==> config.mk <==
export PLATFORM = sky130hd
export DESIGN_NAME = asrv32_prefetch_fetch_flat
export DESIGN_NICKNAME = d
export VERILOG_FILES = /design/src/rtl/asrv32_prefetch_fetch_if.sv /design/src/rtl/asrv32_prefetch_fetch.sv /design/src/flat_wrapper.sv
export SDC_FILE = /design/constraint.sdc
export NUM_CORES = 1
export LEC_CHECK = 0
export ABC_AREA = 1
export CAP_MARGIN = 25
export CORE_MARGIN = 4
export CORE_UTILIZATION = 40
export CTS_CLUSTER_DIAMETER = 100
export DETAILED_ROUTE_END_ITERATION = 16
export PLACE_DENSITY = 0.62
export SYNTH_ARGS = -nofsm -noshare
export SYNTH_HDL_FRONTEND = slang
export SYNTH_SLANG_ARGS = --single-unit
==> constraint.sdc <==
create_clock -name i_clk -period 5.4 [get_ports i_clk]
set_input_delay 1.08 -clock i_clk [delete_from_list [all_inputs] [get_ports i_clk]]
set_output_delay 1.08 -clock i_clk [all_outputs]
set_load 0.02 [all_outputs]
==> src/rtl/asrv32_prefetch_fetch_if.sv <==
// Instruction-fetch bus between the prefetch stage (master) and instruction memory (slave).
// Request/response rule: every cycle o_stb_inst is high, the slave accepts one read of o_inst_addr
// (no backpressure); responses return strictly in order, one i_ack_inst pulse per read, data on i_inst.
interface asrv32_prefetch_fetch_if;
  logic        o_stb_inst;
  logic [31:0] o_inst_addr;
  logic [31:0] i_inst;
  logic        i_ack_inst;

  modport master (
    output o_stb_inst,
    output o_inst_addr,
    input  i_inst,
    input  i_ack_inst
  );

  modport slave (
    input  o_stb_inst,
    input  o_inst_addr,
    output i_inst,
    output i_ack_inst
  );
endinterface

==> src/rtl/asrv32_prefetch_fetch.sv <==
// Prefetching fetch stage: pipelined instruction reads, a small PC-tagged prefetch queue,
// and redirect handling that drops the queue and discards stale in-flight responses.
module asrv32_prefetch_fetch #(
  parameter logic [31:0] PC_RESET        = 32'h0000_0000,
  parameter int          FIFO_DEPTH      = 4,
  parameter int          MAX_OUTSTANDING = 2
) (
  input  logic                           i_clk,
  input  logic                           i_rst_n,
  asrv32_prefetch_fetch_if.master        bus,
  output logic [31:0]                    o_inst_ifid,
  output logic [31:0]                    o_pc_ifid,
  input  logic                           i_writeback_change_pc,
  input  logic [31:0]                    i_writeback_next_pc,
  input  logic                           i_alu_change_pc,
  input  logic [31:0]                    i_alu_next_pc,
  output logic                           o_ce,
  input  logic                           i_stall,
  input  logic                           i_flush
);
  localparam int              AW      = $clog2(FIFO_DEPTH);
  localparam int              CW      = AW + 1;
  localparam logic [CW-1:0]   DEPTH_C = CW'(FIFO_DEPTH);
  localparam logic [CW:0]     DEPTH_W = (CW+1)'(FIFO_DEPTH);
  localparam logic [CW-1:0]   MAX_C   = CW'(MAX_OUTSTANDING);
  localparam logic [31:0]     PC_BASE = {PC_RESET[31:2], 2'b00};

  logic [31:0]   fetch_pc;
  logic [31:0]   rsp_pc;
  logic [CW-1:0] outstanding;
  logic [CW-1:0] discard;
  logic [CW-1:0] count;
  logic [AW-1:0] rd_ptr;
  logic [AW-1:0] wr_ptr;
  logic [63:0]   mem [FIFO_DEPTH];
  logic          run_q;
  logic          kill_q;

  logic          redirect;
  logic [31:0]   target;
  logic [CW:0]   in_use;
  logic          issue;
  logic          ack_ok;
  logic          ack_keep;
  logic          out_free;
  logic          pop;
  logic          bypass;
  logic          push;

  always_comb begin
    redirect = i_writeback_change_pc | i_alu_change_pc;
    target   = i_writeback_change_pc ? i_writeback_next_pc : i_alu_next_pc;
    target[1:0] = 2'b00;
    // Space is reserved for every in-flight read, so an arriving response always fits.
    in_use   = {1'b0, outstanding} + {1'b0, count};
    issue    = i_rst_n && run_q && !redirect && (outstanding < MAX_C) && (in_use < DEPTH_W);
    ack_ok   = bus.i_ack_inst && (outstanding != '0);
    ack_keep = ack_ok && !redirect && (discard == '0);
    out_free = !i_stall && !i_flush && !kill_q && !redirect;
    pop      = out_free && (count != '0);
    bypass   = out_free && (count == '0) && ack_keep;
    push     = ack_keep && !bypass && (count < DEPTH_C);
  end

  assign bus.o_stb_inst  = issue;
  assign bus.o_inst_addr = fetch_pc;

  always_ff @(posedge i_clk) begin
    if (push) mem[wr_ptr] <= {rsp_pc, bus.i_inst};
  end

  always_ff @(posedge i_clk) begin
    if (!i_rst_n) begin
      fetch_pc    <= PC_BASE;
      rsp_pc      <= PC_BASE;
      outstanding <= '0;
      discard     <= '0;
      count       <= '0;
      rd_ptr      <= '0;
      wr_ptr      <= '0;
      run_q       <= 1'b0;
      kill_q      <= 1'b0;
      o_ce        <= 1'b0;
      o_inst_ifid <= '0;
      o_pc_ifid   <= '0;
    end else begin
      run_q       <= 1'b1;
      outstanding <= outstanding + CW'(issue) - CW'(ack_ok);
      if (redirect) begin
        fetch_pc <= target;
        rsp_pc   <= target;
        discard  <= outstanding - CW'(ack_ok);
        count    <= '0;
        rd_ptr   <= '0;
        wr_ptr   <= '0;
      end else begin
        if (issue) fetch_pc <= fetch_pc + 32'd4;
        if (ack_ok && (discard != '0)) discard <= discard - CW'(1);
        if (ack_keep) rsp_pc <= rsp_pc + 32'd4;
        if (push) wr_ptr <= wr_ptr + AW'(1);
        if (pop) rd_ptr <= rd_ptr + AW'(1);
        count <= count + CW'(push) - CW'(pop);
      end
      // A redirect seen under stall leaves a wrong-path word on the outputs; kill it once the stall lifts.
      if (!i_stall) begin
        kill_q <= 1'b0;
        o_ce   <= pop | bypass;
        if (pop) begin
          {o_pc_ifid, o_inst_ifid} <= mem[rd_ptr];
        end else if (bypass) begin
          o_pc_ifid   <= rsp_pc;
          o_inst_ifid <= bus.i_inst;
        end
      end else if (redirect) begin
        kill_q <= 1'b1;
      end
    end
  end
endmodule

==> src/flat_wrapper.sv <==
// flat-port wrapper written by rule: the top's interface ports become plain ports
module asrv32_prefetch_fetch_flat 
#(
  parameter logic [31:0] PC_RESET        = 32'h0000_0000,
  parameter int          FIFO_DEPTH      = 4,
  parameter int          MAX_OUTSTANDING = 2
)
  (i_clk, i_rst_n, o_inst_ifid, o_pc_ifid, i_writeback_change_pc, i_writeback_next_pc, i_alu_change_pc, i_alu_next_pc, o_ce, i_stall, i_flush, bus_o_stb_inst, bus_o_inst_addr, bus_i_inst, bus_i_ack_inst);
  asrv32_prefetch_fetch_if bus_i ();
  input  logic i_clk;
  input  logic i_rst_n;
  output logic [31:0] o_inst_ifid;
  output logic [31:0] o_pc_ifid;
  input  logic i_writeback_change_pc;
  input  logic [31:0] i_writeback_next_pc;
  input  logic i_alu_change_pc;
  input  logic [31:0] i_alu_next_pc;
  output logic o_ce;
  input  logic i_stall;
  input  logic i_flush;
  output wire logic [$bits(bus_i.o_stb_inst)-1:0] bus_o_stb_inst;
  output wire logic [$bits(bus_i.o_inst_addr)-1:0] bus_o_inst_addr;
  input wire logic [$bits(bus_i.i_inst)-1:0] bus_i_inst;
  input wire logic [$bits(bus_i.i_ack_inst)-1:0] bus_i_ack_inst;
  assign bus_o_stb_inst = bus_i.o_stb_inst;
  assign bus_o_inst_addr = bus_i.o_inst_addr;
  assign bus_i.i_inst = bus_i_inst;
  assign bus_i.i_ack_inst = bus_i_ack_inst;
  asrv32_prefetch_fetch #(.PC_RESET(PC_RESET), .FIFO_DEPTH(FIFO_DEPTH), .MAX_OUTSTANDING(MAX_OUTSTANDING)) u_core (.i_clk(i_clk), .i_rst_n(i_rst_n), .bus(bus_i), .o_inst_ifid(o_inst_ifid), .o_pc_ifid(o_pc_ifid), .i_writeback_change_pc(i_writeback_change_pc), .i_writeback_next_pc(i_writeback_next_pc), .i_alu_change_pc(i_alu_change_pc), .i_alu_next_pc(i_alu_next_pc), .o_ce(o_ce), .i_stall(i_stall), .i_flush(i_flush));
endmodule
# Yosys cells after proc, flatten, opt, wreduce, memory -nomap -nowiden
# Memories as Yosys holds them, arrays and structs flattened. A register that Yosys moved wholly into a read port is not among the register bits.
# Index checks and enable logic that the tools add are counted.
[word_totals] reg_bits=144 latch_bits=0 ramBits=256 romBits=0 inputBits=103 out_inout_bits=98 wordCells=82 n_memories=1
[mem_list] memory="u_core.mem" words=4 word_bits=64 rd=1 rd_clocked_by_memory_dff=1 write_ports=1 line="asrv32_prefetch_fetch.sv:35" rtl="logic [63:0] mem [FIFO_DEPTH];"
[classes] addsub=11 n_mul=0 div=0 magnitude_cmp=3 eq_ne=0 shifts=0 muxes=16 n_bitwise=4 reduce_logical=33
[ops] cell="$mux W32" n=9
[ops] cell="$add A32 B3 Y32 const B" n=2
[ops] cell="$logic_and A1 B1 Y1" n=16
[ops] cell="$reduce_bool A3 Y1" n=3
[ops] cell="$sub A3 B1 Y3" n=3
[ops] cell="$reduce_bool A2 Y1" n=4
[ops] cell="$add A3 B1 Y3" n=2
[ops] cell="$logic_not A3 Y1" n=2
[ops] cell="$mux W3" n=2
[ops] cell="$logic_not A1 Y1" n=5
[ops] cell="$add A2 B1 Y2 const B" n=2
[ops] cell="$add A3 B3 Y4" n=1
[ops] cell="$lt A4 B3 Y1 const B" n=1
[ops] cell="$mux W2" n=2
[ops] cell="$reduce_and A2 Y1" n=2
[ops] cell="$lt A3 B2 Y1 const B" n=1
[ops] cell="$lt A3 B3 Y1 const B" n=1
[ops] cell="$mux W1" n=3
[ops] cell="$sub A3 B1 Y3 const B" n=1
[ops] cell="$not A1 Y1" n=2
[ops] cell="$or A1 B1 Y1" n=2
[ops] cell="$reduce_or A2 Y1" n=1

# Longest topological paths before layout
[logic_depth] ltp_word=11 depth_mapped=14 ltp_nobuf=13

# Worst setup path before layout
# No wires, ideal clock.
[synth_path] path_type="input port to flip-flop" from="input i_writeback_change_pc" to="memory u_core.mem[0][0], enable pin" setup_ps=482 arrival_ps=4502 slack_ps=416 path_stages=6 path_buffers=1 cell_sequence="nor2_1 buf_4 nand2_1 nor2_4 nand3_2 nor2_1"
[synth_between] elab_chain_len=10
[synth_lines] item="start, declared" line="flat_wrapper.sv:14" rtl="input logic i_writeback_change_pc;"
[synth_lines] item="$or A1 B1 Y1 (*)" line="asrv32_prefetch_fetch.sv:51" rtl="redirect = i_writeback_change_pc | i_alu_change_pc;"
[synth_lines] item="$logic_not A1 Y1 (*)" line="asrv32_prefetch_fetch.sv:58, asrv32_prefetch_fetch.sv:59"
[synth_lines] item="$logic_and A1 B1 Y1, on equally long branches" line="asrv32_prefetch_fetch.sv:59, asrv32_prefetch_fetch.sv:58"
[synth_lines] item="$logic_and A1 B1 Y1, on equally long branches" line="asrv32_prefetch_fetch.sv:61, asrv32_prefetch_fetch.sv:58"
[synth_lines] item="$logic_and A1 B1 Y1" line="asrv32_prefetch_fetch.sv:61" rtl="bypass = out_free && (count == '0) && ack_keep;"
[synth_lines] item="$logic_not A1 Y1" line="asrv32_prefetch_fetch.sv:62" rtl="push = ack_keep && !bypass && (count < DEPTH_C);"
[synth_lines] item="$logic_and A1 B1 Y1 (*) (2 in series)" line="asrv32_prefetch_fetch.sv:62"
[synth_lines] item="$mux W1 (*)" line="asrv32_prefetch_fetch.sv:69" rtl="if (push) mem[wr_ptr] <= {rsp_pc, bus.i_inst};"
[synth_lines] item="$mux W1 (not written as such) (*)" line="asrv32_prefetch_fetch.sv:69"
[synth_lines] item="end, declared" line="asrv32_prefetch_fetch.sv:35"
# Every way passes the cells marked *; elsewhere a longest branch is shown, timed or not.

# Worst setup path after layout
[layout_path] from="input i_alu_change_pc" to="output bus_o_stb_inst"
[layout_between] elab_chain_len=5
[layout_lines] item="start, declared" line="flat_wrapper.sv:16" rtl="input logic i_alu_change_pc;"
[layout_lines] item="$or A1 B1 Y1" line="asrv32_prefetch_fetch.sv:51"
[layout_lines] item="$logic_not A1 Y1" line="asrv32_prefetch_fetch.sv:56" rtl="issue = i_rst_n && run_q && !redirect && (outstanding < MAX_C) && (in_use < DEPTH_W);"
[layout_lines] item="$logic_and A1 B1 Y1 (3 in series)" line="asrv32_prefetch_fetch.sv:56"
[layout_lines] item="end, declared" line="flat_wrapper.sv:21" rtl="output wire logic [$bits(bus_i.o_stb_inst)-1:0] bus_o_stb_inst;"
# No other way between the ends.

==> impl_metrics.json <==
{
  "status": "finished, final reports clean",
  "syn_area_sq_um": 17800,
  "io_pins": 201,
  "grt_max_degree": 79,
  "cts_made_buffers": 43,
  "vdd_ir_drop_max_mv": 0.212,
  "met3WireLength_mm": 3.44,
  "cts_hold_buf": 0,
  "die_w_microns": 219,
  "drc": 0,
  "hold_viol": 0,
  "grt-ovfl-total": 0,
  "dp.cells": 2780,
  "clockBufferDepth": 3,
  "arrival_ps": 3630,
  "diodes": 0,
  "synth_seq_cells": 388,
  "grt_first_pass_wirelength_mm": 77.3,
  "vias": 14716,
  "drive_gt1_share_pct": 5.24,
  "insertion_delay_ps": 540,
  "syn_inst": 2090,
  "ys_types": 34,
  "area_growth_pct": 22.1,
  "hp-class": "reg -> reg",
  "first_global_vias": 13919,
  "routed_wl_mm": 49.6,
  "die_area_sq_um": 47900,
  "cts-root-buf": "clkbuf_16",
  "rrSetupSlack_ps": 2660,
  "slew_violations": 0,
  "layout_common_cells": "nor2_1 (527), o21ai_0 (345), nand2_1 (325), edfxtp_1 (248), clkdlybuf4s50_1 (191)",
  "required_ps": 4320,
  "finalCritPeriodShare_pct": 87.3,
  "h-tree-depth": 2,
  "start_util_pct": 40.9,
  "fin_crit_ps": 4710,
  "synth-warning-count": 0,
  "fill_cells": 4094,
  "drt_iter0_drc": 1295,
  "detail-route-antenna-nets": 0,
  "fin_ws_ps": 688,
  "finalNetCount": 2362,
  "max_freq_mhz": 212,
  "rsz0062_at_grt": "false",
  "grtUsageTotal_pct": 20.2,
  "clk_pin_slew_ps": 60,
  "fin_cells": 2858,
  "crit_type": "in -> out",
  "final_common_cell": "nor2_1",
  "setup_viol": 0,
  "cts.sinks": 388,
  "wirelength_met1_mm": 22.7,
  "cts_tree": "built",
  "ys_seq_area_share_pct": 57.7,
  "die_y_microns": 219,
  "routabilityCongestion": 0.872,
  "cts_resized": 0,
  "vias_per_cell": 5.15,
  "path_max_fanout": 14,
  "wl_met2_mm": 22.4,
  "wl_per_cell_microns": 17.3,
  "fin_setup_tns_ps": 0,
  "maxSlewHeadroom_pct": 35.8,
  "rows": 76,
  "start_kind": "input pin",
  "powerDensity_nw_per_um2": 325,
  "numPortBuffers": 192,
  "drv_cap": 0,
  "p_leak_nw": 7.99,
  "post_cts_buffers": 0,
  "core_sq_um": 43500,
  "top_layer_used": "met4",
  "drt_first_pass_iters": 5,
  "finalClockSkew_ps": 15.8,
  "antenna_found_initial": 0,
  "dpl.hpwl_mm": 30.8,
  "cp-end-kind": "output pin",
  "avgSynthCellArea_sq_um": 8.51,
  "worstMarginPinSlew_ps": 961,
  "post-place-ws_ps": 688
}
## where the power goes
part / internal [W] / switching, W / leakage (nW)
registers: 0.00325 / 0.000104 / 3.40
logic: 0.000256 / 0.000378 / 3.86
clock network: 0.00189 / 0.00118 / 0.735
total: 0.00540 / 0.00166 / 7.99
## metrics by stage
stage / instance area [sq um] / hold WS, ps / utilization, % / power [W]
final: 21700 / 470 / 50.0 / 0.00706
after global routing: 21700 / 497 / 50.0 / 0.00733
after CTS: 21700 / 473 / 50.0 / 0.00712
after detailed placement: 20200 / 460 / 46.5 / 0.00405
after global placement: 20200 / 448 / 46.5 / 0.00403
after floorplan: 17800 / 441 / - / 0.00377
## synth_stat cells (all sizes together)
library cell    n  area, sq um
dfxtp         140         2800
a21boi          1         7.51
nand2         328         1240
nor3            1         5.00
buf            64          354
inv           121          454
xnor2           2         17.5
or2             1         6.26
conb            1         3.75
nand4           3         18.8
o22ai           1         6.26
and2            4         25.0
ha             17          213
o21ai         402         2010
xor2            3         26.3
clkbuf         49          184
nor2          537         2050
a21oi          73          377
o211a           1         10.0
o21bai          2         15.0
nand3          87          445
fa              2         40.0
o211ai          1         7.51
edfxtp        248         7450
nand3b          1         7.51
## final cells by class
class | instances | area, sq um | share of cell area (%)
inverter | 121 | 454 | 2.09
clock buffer | 55 | 1220 | 5.64
tap | 585 | 732 | 3.37
clock inverter | 23 | 272 | 1.25
sequential | 388 | 10300 | 47.3
timing repair buffer | 215 | 2180 | 10.0
multi-input combinational | 1471 | 6590 | 30.4
## flip-flops by register name, summed over array words and instances (netlist names), named ones only
register,flops
u_core.bus.o_inst_addr,30
u_core.mem,248
u_core.rd_ptr,2
u_core.rsp_pc,30
u_core.outstanding,3
u_core.o_ce,1
u_core.kill_q,1
u_core.wr_ptr,2
u_core.o_inst_ifid,32
u_core.o_pc_ifid,30
u_core.discard,3
u_core.count,3
u_core.run_q,1
## path summary, 6_finish.rpt
path                                                      from                          end  cells after the start
worst max-delay path                           i_alu_change_pc               bus_o_stb_inst                      7
worst min-delay path             u_core.rd_ptr[1]$_SDFFE_PP0P_                    flip-flop                      2
worst max register to register  u_core.discard[0]$_SDFFE_PN0P_  u_core.mem[0][57]$_DFFE_PP_                      9
worst min register to register   u_core.rd_ptr[1]$_SDFFE_PP0P_                    flip-flop                      2
## metal layers
| layer | track usage [%] | vias to the layer above |
|---|---|---|
| met3 | 4.26 | 68 |
| met5 | 0 | - |
| met4 | 5.14 | 0 |
| li1 | - | 7267 |
| met1 | 28.3 | 6931 |
| met2 | 32.3 | 450 |
## critical path, stage by stage
cell,delay (ps)
clkdlybuf4s50_1,790
inv_1,200
nand2_2,90
nor2_4,210
nand2_1,70
nor2_1,450
clkdlybuf4s50_1,740
## cell families (layout without fill, tap and decap cells)
kind of cell | Yosys count | in the layout | synth area share (%)
DFF | 388 | 388 | 57.7
AOI/OAI and AO/OA | 481 | 481 | 13.7
other | 1 | 4 | 0.0211
xor gates and xnor gates | 5 | 5 | 0.246
and+or+nand+nor | 962 | 962 | 21.4
buffers and inverters | 234 | 414 | 5.58
adders and majority gates | 19 | 19 | 1.42
(Power assumes the default switching activity.)
